[config.mk]
export PLATFORM = sky130hd
export DESIGN_NAME = hack_prog_loader_flat
export DESIGN_NICKNAME = d
export VERILOG_FILES = /design/src/rtl/hack_prog_loader_if.sv /design/src/rtl/hack_prog_loader.sv /design/src/flat_wrapper.sv
export SDC_FILE = /design/constraint.sdc
export NUM_CORES = 1
export LEC_CHECK = 0
export BUFFER_PORTS_ARGS = -buffer_cell sky130_fd_sc_hd__buf_2
export CAP_MARGIN = 20
export CORE_UTILIZATION = 60
export CTS_CLUSTER_DIAMETER = 100
export DETAILED_ROUTE_END_ITERATION = 10
export HOLD_SLACK_MARGIN = 0.08
export PLACE_DENSITY = 0.81
export SLEW_MARGIN = 25
export SYNTH_ARGS = -nofsm -noshare
export SYNTH_HDL_FRONTEND = slang
export SYNTH_SLANG_ARGS = --single-unit
[constraint.sdc]
create_clock -name CLK_50 -period 5.8 [get_ports CLK_50]
set_clock_uncertainty 0.1 [all_clocks]
set_input_delay 0.58 -clock CLK_50 [delete_from_list [all_inputs] [get_ports CLK_50]]
set_output_delay 0.58 -clock CLK_50 [all_outputs]
set_load 0.05 [all_outputs]
[src/rtl/hack_prog_loader_if.sv]
`timescale 1ns/1ps
// hack_prog_loader_if
// Bundles the two data paths of the program loader:
//   - byte stream from the host link (rx_data/rx_valid/rx_ready)
//   - ROM write port towards the instruction memory (rom_we/rom_addr/rom_wdata)
// Modports:
//   master : host/byte-source side (drives rx_data, rx_valid; observes the rest)
//   slave  : loader side (consumes bytes, drives rx_ready and the ROM write port)
interface hack_prog_loader_if #(
    parameter int ADDR_W = 15
) ();
    logic [7:0]        rx_data;
    logic              rx_valid;
    logic              rx_ready;
    logic              rom_we;
    logic [ADDR_W-1:0] rom_addr;
    logic [15:0]       rom_wdata;

    modport master (
        output rx_data,
        output rx_valid,
        input  rx_ready,
        input  rom_we,
        input  rom_addr,
        input  rom_wdata
    );

    modport slave (
        input  rx_data,
        input  rx_valid,
        output rx_ready,
        output rom_we,
        output rom_addr,
        output rom_wdata
    );
endinterface

[src/rtl/hack_prog_loader.sv]
`timescale 1ns/1ps
// hack_prog_loader
// Loads a framed byte stream into the Hack instruction ROM and keeps the CPU
// in reset until a load has been verified by its checksum.
// Frame: 0xA5, CNT_HI, CNT_LO, 2*CNT instruction bytes (high byte first), CSUM
// where CSUM is the XOR of all instruction bytes.
// Ports:
//   CLK_50        clock, rising edge
//   resetN        synchronous active-low reset
//   start         arm / re-arm / abort request (level)
//   bus           slave side of hack_prog_loader_if (byte stream in, ROM write out)
//   cpu_resetN    active-low CPU reset, 0 while not idle
//   loading       frame in progress (count, data or checksum phase)
//   done          one-cycle pulse when a load is verified
//   error         high while the loader sits in the error state
//   words_loaded  instructions written in the current/last frame
module hack_prog_loader #(
    parameter int ADDR_W         = 15,
    parameter int MAX_WORDS      = 32768,
    parameter int TIMEOUT_CYCLES = 50000000
) (
    input  logic                CLK_50,
    input  logic                resetN,
    input  logic                start,
    hack_prog_loader_if.slave   bus,
    output logic                cpu_resetN,
    output logic                loading,
    output logic                done,
    output logic                error,
    output logic [15:0]         words_loaded
);

    localparam logic [2:0] IDLE    = 3'd0;
    localparam logic [2:0] MAGIC   = 3'd1;
    localparam logic [2:0] CNT_HI  = 3'd2;
    localparam logic [2:0] CNT_LO  = 3'd3;
    localparam logic [2:0] DATA_HI = 3'd4;
    localparam logic [2:0] DATA_LO = 3'd5;
    localparam logic [2:0] CSUM    = 3'd6;
    localparam logic [2:0] ERR     = 3'd7;

    localparam int                 TIMER_W    = $clog2(TIMEOUT_CYCLES + 1);
    localparam logic [TIMER_W-1:0] TIMER_LAST = TIMER_W'(TIMEOUT_CYCLES - 1);
    localparam logic [16:0]        MAX_CNT    = 17'(MAX_WORDS);
    localparam logic [ADDR_W-1:0]  ADDR_ONE   = ADDR_W'(1);

    logic [2:0]         state;
    logic [2:0]         next_state;
    logic [7:0]         cnt_hi;
    logic [15:0]        cnt;
    logic [7:0]         hi_byte;
    logic [7:0]         csum;
    logic [ADDR_W-1:0]  addr;
    logic [TIMER_W-1:0] timer;
    logic               rom_we_q;
    logic [ADDR_W-1:0]  rom_addr_q;
    logic [15:0]        rom_wdata_q;

    logic               accept;
    logic               in_frame;
    logic               next_in_frame;
    logic               abort;
    logic               take;
    logic               timed_out;
    logic [15:0]        cnt_new;
    logic               cnt_bad;
    logic               last_word;

    // rx_ready is decoded from the state register only, so it is stable for
    // the whole cycle and never depends on rx_valid.
    assign bus.rx_ready  = (state != IDLE) && (state != ERR);
    assign bus.rom_we    = rom_we_q;
    assign bus.rom_addr  = rom_addr_q;
    assign bus.rom_wdata = rom_wdata_q;

    assign accept        = bus.rx_valid && bus.rx_ready;
    assign in_frame      = (state >= CNT_HI) && (state <= CSUM);
    assign next_in_frame = (next_state >= CNT_HI) && (next_state <= CSUM);
    // An abort wins over a byte arriving in the same cycle; that byte is dropped.
    assign abort         = in_frame && start;
    assign take          = accept && !abort;
    assign timed_out     = in_frame && !accept && (timer == TIMER_LAST);
    assign cnt_new       = {cnt_hi, bus.rx_data};
    assign cnt_bad       = (cnt_new == 16'd0) || ({1'b0, cnt_new} > MAX_CNT);
    assign last_word     = (words_loaded + 16'd1) == cnt;

    always_comb begin
        next_state = state;
        case (state)
            IDLE:    if (start) next_state = MAGIC;
            // Anything other than the magic byte is silently discarded so the
            // loader can lock onto a frame in the middle of line noise.
            MAGIC:   if (accept && bus.rx_data == 8'hA5) next_state = CNT_HI;
            CNT_HI:  if (accept) next_state = CNT_LO;
            CNT_LO:  if (accept) next_state = cnt_bad ? ERR : DATA_HI;
            DATA_HI: if (accept) next_state = DATA_LO;
            DATA_LO: if (accept) next_state = last_word ? CSUM : DATA_HI;
            CSUM:    if (accept) next_state = (bus.rx_data == csum) ? IDLE : ERR;
            ERR:     if (start) next_state = MAGIC;
            default: next_state = IDLE;
        endcase
        if (abort) begin
            next_state = MAGIC;
        end else if (timed_out) begin
            next_state = ERR;
        end
    end

    always_ff @(posedge CLK_50) begin
        if (!resetN) begin
            state        <= IDLE;
            cnt_hi       <= 8'd0;
            cnt          <= 16'd0;
            hi_byte      <= 8'd0;
            csum         <= 8'd0;
            addr         <= '0;
            timer        <= '0;
            rom_we_q     <= 1'b0;
            rom_addr_q   <= '0;
            rom_wdata_q  <= 16'd0;
            cpu_resetN   <= 1'b0;
            loading      <= 1'b0;
            done         <= 1'b0;
            error        <= 1'b0;
            words_loaded <= 16'd0;
        end else begin
            state      <= next_state;
            rom_we_q   <= 1'b0;
            // Outputs follow next_state so they line up with the state they describe.
            cpu_resetN <= (next_state == IDLE);
            loading    <= next_in_frame;
            error      <= (next_state == ERR);
            done       <= (state == CSUM) && (next_state == IDLE);

            // Idle-gap counter: only runs mid-frame, cleared by every byte.
            if (!in_frame || accept) begin
                timer <= '0;
            end else if (!timed_out) begin
                timer <= timer + TIMER_W'(1);
            end

            if (take) begin
                case (state)
                    CNT_HI: cnt_hi <= bus.rx_data;
                    CNT_LO: begin
                        if (!cnt_bad) begin
                            cnt          <= cnt_new;
                            addr         <= '0;
                            words_loaded <= 16'd0;
                            csum         <= 8'd0;
                        end
                    end
                    DATA_HI: begin
                        hi_byte <= bus.rx_data;
                        csum    <= csum ^ bus.rx_data;
                    end
                    DATA_LO: begin
                        rom_we_q     <= 1'b1;
                        rom_addr_q   <= addr;
                        rom_wdata_q  <= {hi_byte, bus.rx_data};
                        addr         <= addr + ADDR_ONE;
                        words_loaded <= words_loaded + 16'd1;
                        csum         <= csum ^ bus.rx_data;
                    end
                    default: ;
                endcase
            end
        end
    end

endmodule

[src/flat_wrapper.sv]
// flat-port wrapper written by rule: the top's interface ports become plain ports
module hack_prog_loader_flat 
#(
    parameter int ADDR_W         = 15,
    parameter int MAX_WORDS      = 32768,
    parameter int TIMEOUT_CYCLES = 50000000
)
  (CLK_50, resetN, start, cpu_resetN, loading, done, error, words_loaded, bus_rx_data, bus_rx_valid, bus_rx_ready, bus_rom_we, bus_rom_addr, bus_rom_wdata);
  hack_prog_loader_if #(.ADDR_W(ADDR_W)) bus_i ();
  input  logic CLK_50;
  input  logic resetN;
  input  logic start;
  output logic cpu_resetN;
  output logic loading;
  output logic done;
  output logic error;
  output logic [15:0] words_loaded;
  input wire logic [$bits(bus_i.rx_data)-1:0] bus_rx_data;
  input wire logic [$bits(bus_i.rx_valid)-1:0] bus_rx_valid;
  output wire logic [$bits(bus_i.rx_ready)-1:0] bus_rx_ready;
  output wire logic [$bits(bus_i.rom_we)-1:0] bus_rom_we;
  output wire logic [$bits(bus_i.rom_addr)-1:0] bus_rom_addr;
  output wire logic [$bits(bus_i.rom_wdata)-1:0] bus_rom_wdata;
  assign bus_i.rx_data = bus_rx_data;
  assign bus_i.rx_valid = bus_rx_valid;
  assign bus_rx_ready = bus_i.rx_ready;
  assign bus_rom_we = bus_i.rom_we;
  assign bus_rom_addr = bus_i.rom_addr;
  assign bus_rom_wdata = bus_i.rom_wdata;
  hack_prog_loader #(.ADDR_W(ADDR_W), .MAX_WORDS(MAX_WORDS), .TIMEOUT_CYCLES(TIMEOUT_CYCLES)) u_core (.CLK_50(CLK_50), .resetN(resetN), .start(start), .bus(bus_i), .cpu_resetN(cpu_resetN), .loading(loading), .done(done), .error(error), .words_loaded(words_loaded));
endmodule
# == Word-level counts from Yosys, hierarchy flattened ==
# Cells that the tools add are included.
# Widths: inputs -> output; s select.
# totals
out_inout_bits,53
wordCells,91
register_bits,136
# op_classes
n_mux,20
order_cmp,5
n_eq_ne,14
n_addsub,3
n_reduce_logical,31
n_bitwise,3
# ops
cell,count
$pmux 16 s2,1
$mux 3,10
$pmux 15 s2,1
$add 26x1->26 const B,1
$eq 26x26->1 const B,1
$pmux 3 s7,1
$add 16x1->16 const B,1
$eq 16x16->1,1
$gt 16x16->1 const B,1
$logic_not 16->1,1
$mux 16,1
$pmux 8 s2,1
$add 15x1->15 const B,1
$eq 3x3->1 const B,5
$mux 15,1
$logic_and 1x1->1,10
$reduce_and 3->1,3
$eq 8x8->1,1
$eq 8x8->1 const B,1
$mux 8,1
$reduce_and 2->1,4
$xor 8x8->8,1
$eq 3x2->1 const B,2
$ge 3x2->1 const B,2
other kinds (13),23

# == Logic depth before layout (Yosys ltp) ==
# depth
word_depth,10
mapped_depth,10

# == Worst setup path after synthesis ==
# OpenSTA, ideal clock, no wires.
# synth_timing
path_kind,reg2reg
startpoint,register u_core.words_loaded[0]
endpoint,register u_core.loading
arrival_time_ns,2.649
path_buffers,0
period_less_slack_ns,2.821
slack_ns,2.979
path_stages_with_launch,9
setup_time_ns,0.072
cell_sequence,dfxtp_1 ha_1 nand3_1 nor2_1 nand4_1 o32a_1 a211o_1 o31ai_2 mux2i_1
# synth_between
elab_chain_len,9
word_cells_on_any_way,10
classes_between,1 x add/sub; 2 x order compare; 1 x eq/ne; 5 x mux; 1 x reduce/logical
# synth_lines
element,line_no,text
from (decl),hack_prog_loader.sv:30,output logic [15:0] words_loaded
from (signal assigned),hack_prog_loader.sv:162,words_loaded <= words_loaded + 16'd1;
$add 16x1->16 *,hack_prog_loader.sv:85,assign last_word = (words_loaded + 16'd1) == cnt;
$eq 16x16->1 *,hack_prog_loader.sv:85,
$mux 2 *,hack_prog_loader.sv:97,DATA_LO: if (accept) next_state = last_word ? CSUM : DATA_HI;
$mux 3 *,hack_prog_loader.sv:97,
$pmux 3 s7 *,hack_prog_loader.sv:89,case (state)
$mux 3 *,hack_prog_loader.sv:104,end else if (timed_out) begin
$mux 3 *,hack_prog_loader.sv:102,if (abort) begin
$ge 3x2->1 / $le 3x3->1 (equally long branches),hack_prog_loader.sv:78,assign next_in_frame = (next_state >= CNT_HI) && (next_state <= CSUM);
$logic_and 1x1->1 *,hack_prog_loader.sv:78,
to (signal assigned),hack_prog_loader.sv:131,loading <= next_in_frame;
to (decl),hack_prog_loader.sv:27,"output logic loading,"
# Every way passes the cells marked *; elsewhere a longest branch is shown, timed or not.
# A chain may end at the register's enable or synchronous reset.

# == Worst setup path after layout ==
# layout_timing
startpoint,register u_core.state[1]
endpoint,register u_core.addr[12]
# layout_between
elab_chain_len,6
word_cells_on_any_way,16
classes_between,2 x order compare; 4 x eq/ne; 1 x mux; 9 x reduce/logical
# layout_lines
element,line_no,text
from (decl),hack_prog_loader.sv:47,logic [2:0] state;
from (signal assigned),hack_prog_loader.sv:127,state <= next_state;
$ge 3x2->1 / $le 3x3->1 (equally long branches),hack_prog_loader.sv:77,assign in_frame = (state >= CNT_HI) && (state <= CSUM);
$logic_and 1x1->1,hack_prog_loader.sv:77,
$logic_and 1x1->1,hack_prog_loader.sv:80,assign abort = in_frame && start;
$logic_not 1->1,hack_prog_loader.sv:81,assign take = accept && !abort;
$logic_and 1x1->1,hack_prog_loader.sv:81,
$reduce_and 3->1 (no source line),--,
to (signal assigned),hack_prog_loader.sv:161,addr <= addr + ADDR_ONE;
to (decl),hack_prog_loader.sv:53,logic [ADDR_W-1:0] addr;
# Several ways; a longest one is shown, not always the timed one.

==> impl_metrics.csv <==
group,metric,value,unit
run_status,status,"finished, final reports clean",
pwr,powerDensity,267.0,mW/mm^2
yosys,avgSynthCellArea,8.260,sq um
yosys,syn_inst,806,
timing,slew_headroom,0.4430,
cts,clk_pin_slew,0.06,ns
setup_path,worstReg2RegEnd,"u_core.addr[12]",
setup_path,worstSetupPathType,"flop to flop",
setup_path,cp-startpoint,"u_core.state[1]",
yosys,synth_edf_count,0,
cells_and_area,antenna_cells,0,
die,row_count,38,
timing,finalSetupViolations,0,
cts,cts_hold_buf,0,
die,start_util,0.6142,
global_route,gr-total-overflow,0,
yosys,yosys.area.top_type,"dfxtp_1",
timing,max_slew.worst_pin.slew,0.8335,ns
timing,slew_violations,0,
place,placed_cell_area,0.006910,sq mm
yosys,synth.top_cell.area_share,0.4089,
die,dieHeight,107.3,microns
yosys,syn-cell-area,0.006658,sq mm
cts,ctsRootBufferMaster,"clkbuf_8",
timing,finalSetupTns,0,ns
cts,numCtsBuffers,17,
yosys,synth_nets,821,
die,ios,65,
cts,cts_setup_buffers,0,
detailed_routing,vias_per_cell,5.724,
cells_and_area,nNetsFinal,861,
setup_path,critPathMaxStageDelay,0.66,ns
setup_path,rrSetupSlack,2.57,ns
cells_and_area,fin_util,0.6880,
cts,cts_resized,0,
cells_and_area,final_area,0.007458,sq mm
setup_path,worst-path-max-fanout,31,
worst_hold_path,hold_class,"primary input to flop",
detailed_routing,wl,15440,microns
global_route,grt_usage,0.2828,
yosys,ys_ff_latch,136,
pwr,ir_worst_vdd,230.0,uV
cts,clock_sinks,136,
detailed_routing,drtIter0Drc,549,
cells_and_area,final_common_cell,"nand2_1",
timing,min_period,3.228,ns
timing,max_clock_freq,309.8,MHz
cells_and_area,instances_no_fill,999,
setup_path,critPathSlowestCell,"nand2_2",
global_route,antenna_found_initial,0,
setup_path,reg2reg_depth,7,
die,die-area,0.01152,sq mm
detailed_routing,drcViolationCount,0,
setup_path,path_cells,"nor2b_1 > nor2_1 > nor3_1 > o21a_1 > nand2_1 > nand2_2 > nor2_1",
place,dp.final_hpwl,10670,microns
pwr,cellLeakagePower,2.652,nW
setup_path,end_kind,"flop",
detailed_routing,postRouteAntennaNets,0,
setup_path,cp_top_family,"simple AND/OR/NAND/NOR gates",
setup_path,critPathBufInv,0,
yosys,yosys_warnings,0,
yosys,synth_cell_types,74,
detailed_routing,wire_per_inst,15.45,microns
setup_path,cp.arrival,3.53,ns
cells_and_area,drive_gt1_frac,0.1467,
setup_path,crit_required,6.10,ns
cts,cts_buffer_depth,2,
cts,clk-insertion-delay-late,0.54,ns
setup_path,start_kind,"flop",
detailed_routing,vias,5718,
setup_path,crit_top_cell,"nor2_1",
yosys,yosysSeqAreaShare,0.4089,
die,die_w,107.3,microns
place,gp_congestion,0.9713,
cells_and_area,layout_common_cells,"nand2_1, dfxtp_1, nor2_1",
yosys,synthFlopType,"dfxtp_1",
detailed_routing,dr.pass1.iters,6,
cts,cts_tree,"built",
cells_and_area,area_delta_synth_final,12.03,%
place,place_inst,967,
setup_path,crit_cells,7,
timing,hold_viol,0,
die,core,0.01084,sq mm
global_route,grt_max_degree,43,
setup_path,endpoint,"u_core.addr[12]",
timing,rsz0062_at_grt,"false",
place,port_buffers,64,
timing,hold_ws,0.2711,ns
timing,fin_crit_sh,0.5565,
run,maxCapViolations,0,
setup_path,r2r-start,"u_core.state[1]",
yosys,ys_top_cells_by_area,"dfxtp_1, nand2_1, a21boi_0, nor2_1, xnor2_1",
yosys,synthArstFlopShare,0,
cts,htreeDepth,4,
global_route,grt_pass1_wl,25830,microns
global_route,grt_pass1_vias,5363,
[kinds of logic after synthesis]
group                    after synthesis  synth area share
flip-flops                           136            0.4089
multiplexers                           3          0.004698
adder cells (fa/ha/maj)                4          0.007142
buffers and inverters                 60           0.04924
AO/OA/AOI/OAI                        126            0.1361
XOR/XNOR                              71           0.09340
AND/OR/NAND/NOR                      406            0.3005
[cell usage after synthesis (3+ instances only)]
| master | number |
|---|---|
| nand3_1 | 53 |
| nand3b_1 | 3 |
| a21oi_1 | 9 |
| and2b_2 | 3 |
| o31ai_1 | 3 |
| and3_1 | 7 |
| clkbuf_8 | 3 |
| nor3b_1 | 3 |
| and4_1 | 3 |
| inv_1 | 12 |
| nor4_1 | 15 |
| buf_4 | 3 |
| or2b_2 | 5 |
| nand4_1 | 17 |
| nor2_1 | 88 |
| buf_2 | 9 |
| clkbuf_1 | 23 |
| nor2b_1 | 7 |
| o21ai_0 | 17 |
| and2_1 | 4 |
| xnor2_1 | 36 |
| clkbuf_2 | 3 |
| buf_6 | 4 |
| nand2_1 | 148 |
| a21boi_0 | 71 |
| o2111ai_1 | 4 |
| and2b_1 | 5 |
| xor2_1 | 35 |
| ha_1 | 3 |
| nor3_1 | 16 |
| nand2b_1 | 7 |
| dfxtp_1 | 136 |
[worst min-delay path by stage]
stage | start | cells past startpoint | to
2_1_floorplan | u_core.hi_byte[4] | 2 | u_core.bus.rom_wdata[12]
3_3_place_gp | u_core.bus.rom_wdata[8] | 2 | u_core.bus.rom_wdata[8]
3_5_place_dp | u_core.bus.rom_addr[5] | 2 | u_core.bus.rom_addr[5]
4_1_cts | bus_rx_data[3] | 3 | u_core.bus.rom_wdata[3]
5_1_grt | bus_rx_data[3] | 3 | u_core.bus.rom_wdata[3]
6_report | bus_rx_data[3] | 3 | u_core.bus.rom_wdata[3]
[report_power, final]
group	leakage [nW]	switching (mW)	total, mW	internal (mW)
Combinational	1.28	0.0325	0.0493	0.0168
Sequential	1.10	0.00215	0.938	0.935
Clock	0.272	0.388	1.00	0.617
[sequential cells by signal, indices dropped and copies added, names as in the netlist, 3 cells and up]
signal and count:
u_core.timer 26, u_core.bus.rom_wdata 16, u_core.cnt 16, u_core.words_loaded 16, u_core.addr 15, u_core.bus.rom_addr 15, u_core.cnt_hi 8, u_core.csum 8
u_core.hi_byte 8, u_core.state 3
[layer usage]
metal | track usage | share of wire | up-vias | routed length [microns]
met5 | 0 | 0 | - | 0
li1 | - | - | 2827 | -
met4 | 0.1037 | 0.014 | 0 | 220
met1 | 0.3505 | 0.44 | 2655 | 6768
met2 | 0.4714 | 0.49 | 206 | 7569
met3 | 0.07446 | 0.057 | 30 | 881
[tightest hold or removal path, stage by stage]
cell and delay, ns:
buf_2 0.15, nand2_1 0.07, a21boi_0 0.06
[layout make-up]
class                      count  area (sq um)
clock buffer                  22         442.9
timing repair buffer          69         357.8
fill                         856          3382
multi-input combinational    610          3612
clock inverter                10         102.6
tap                          140         175.2
inverter                      12         45.04
sequential                   136          2723
[stage by stage]
stage	total power [mW]	setup WS (ns)
final	1.991	2.572
after global routing	2.039	2.183
after CTS	1.998	2.275
after detailed placement	1.006	2.181
after global placement	1.004	2.359
after floorplan	0.9962	2.979
No activity file was read; power rests on OpenSTA's default activity.
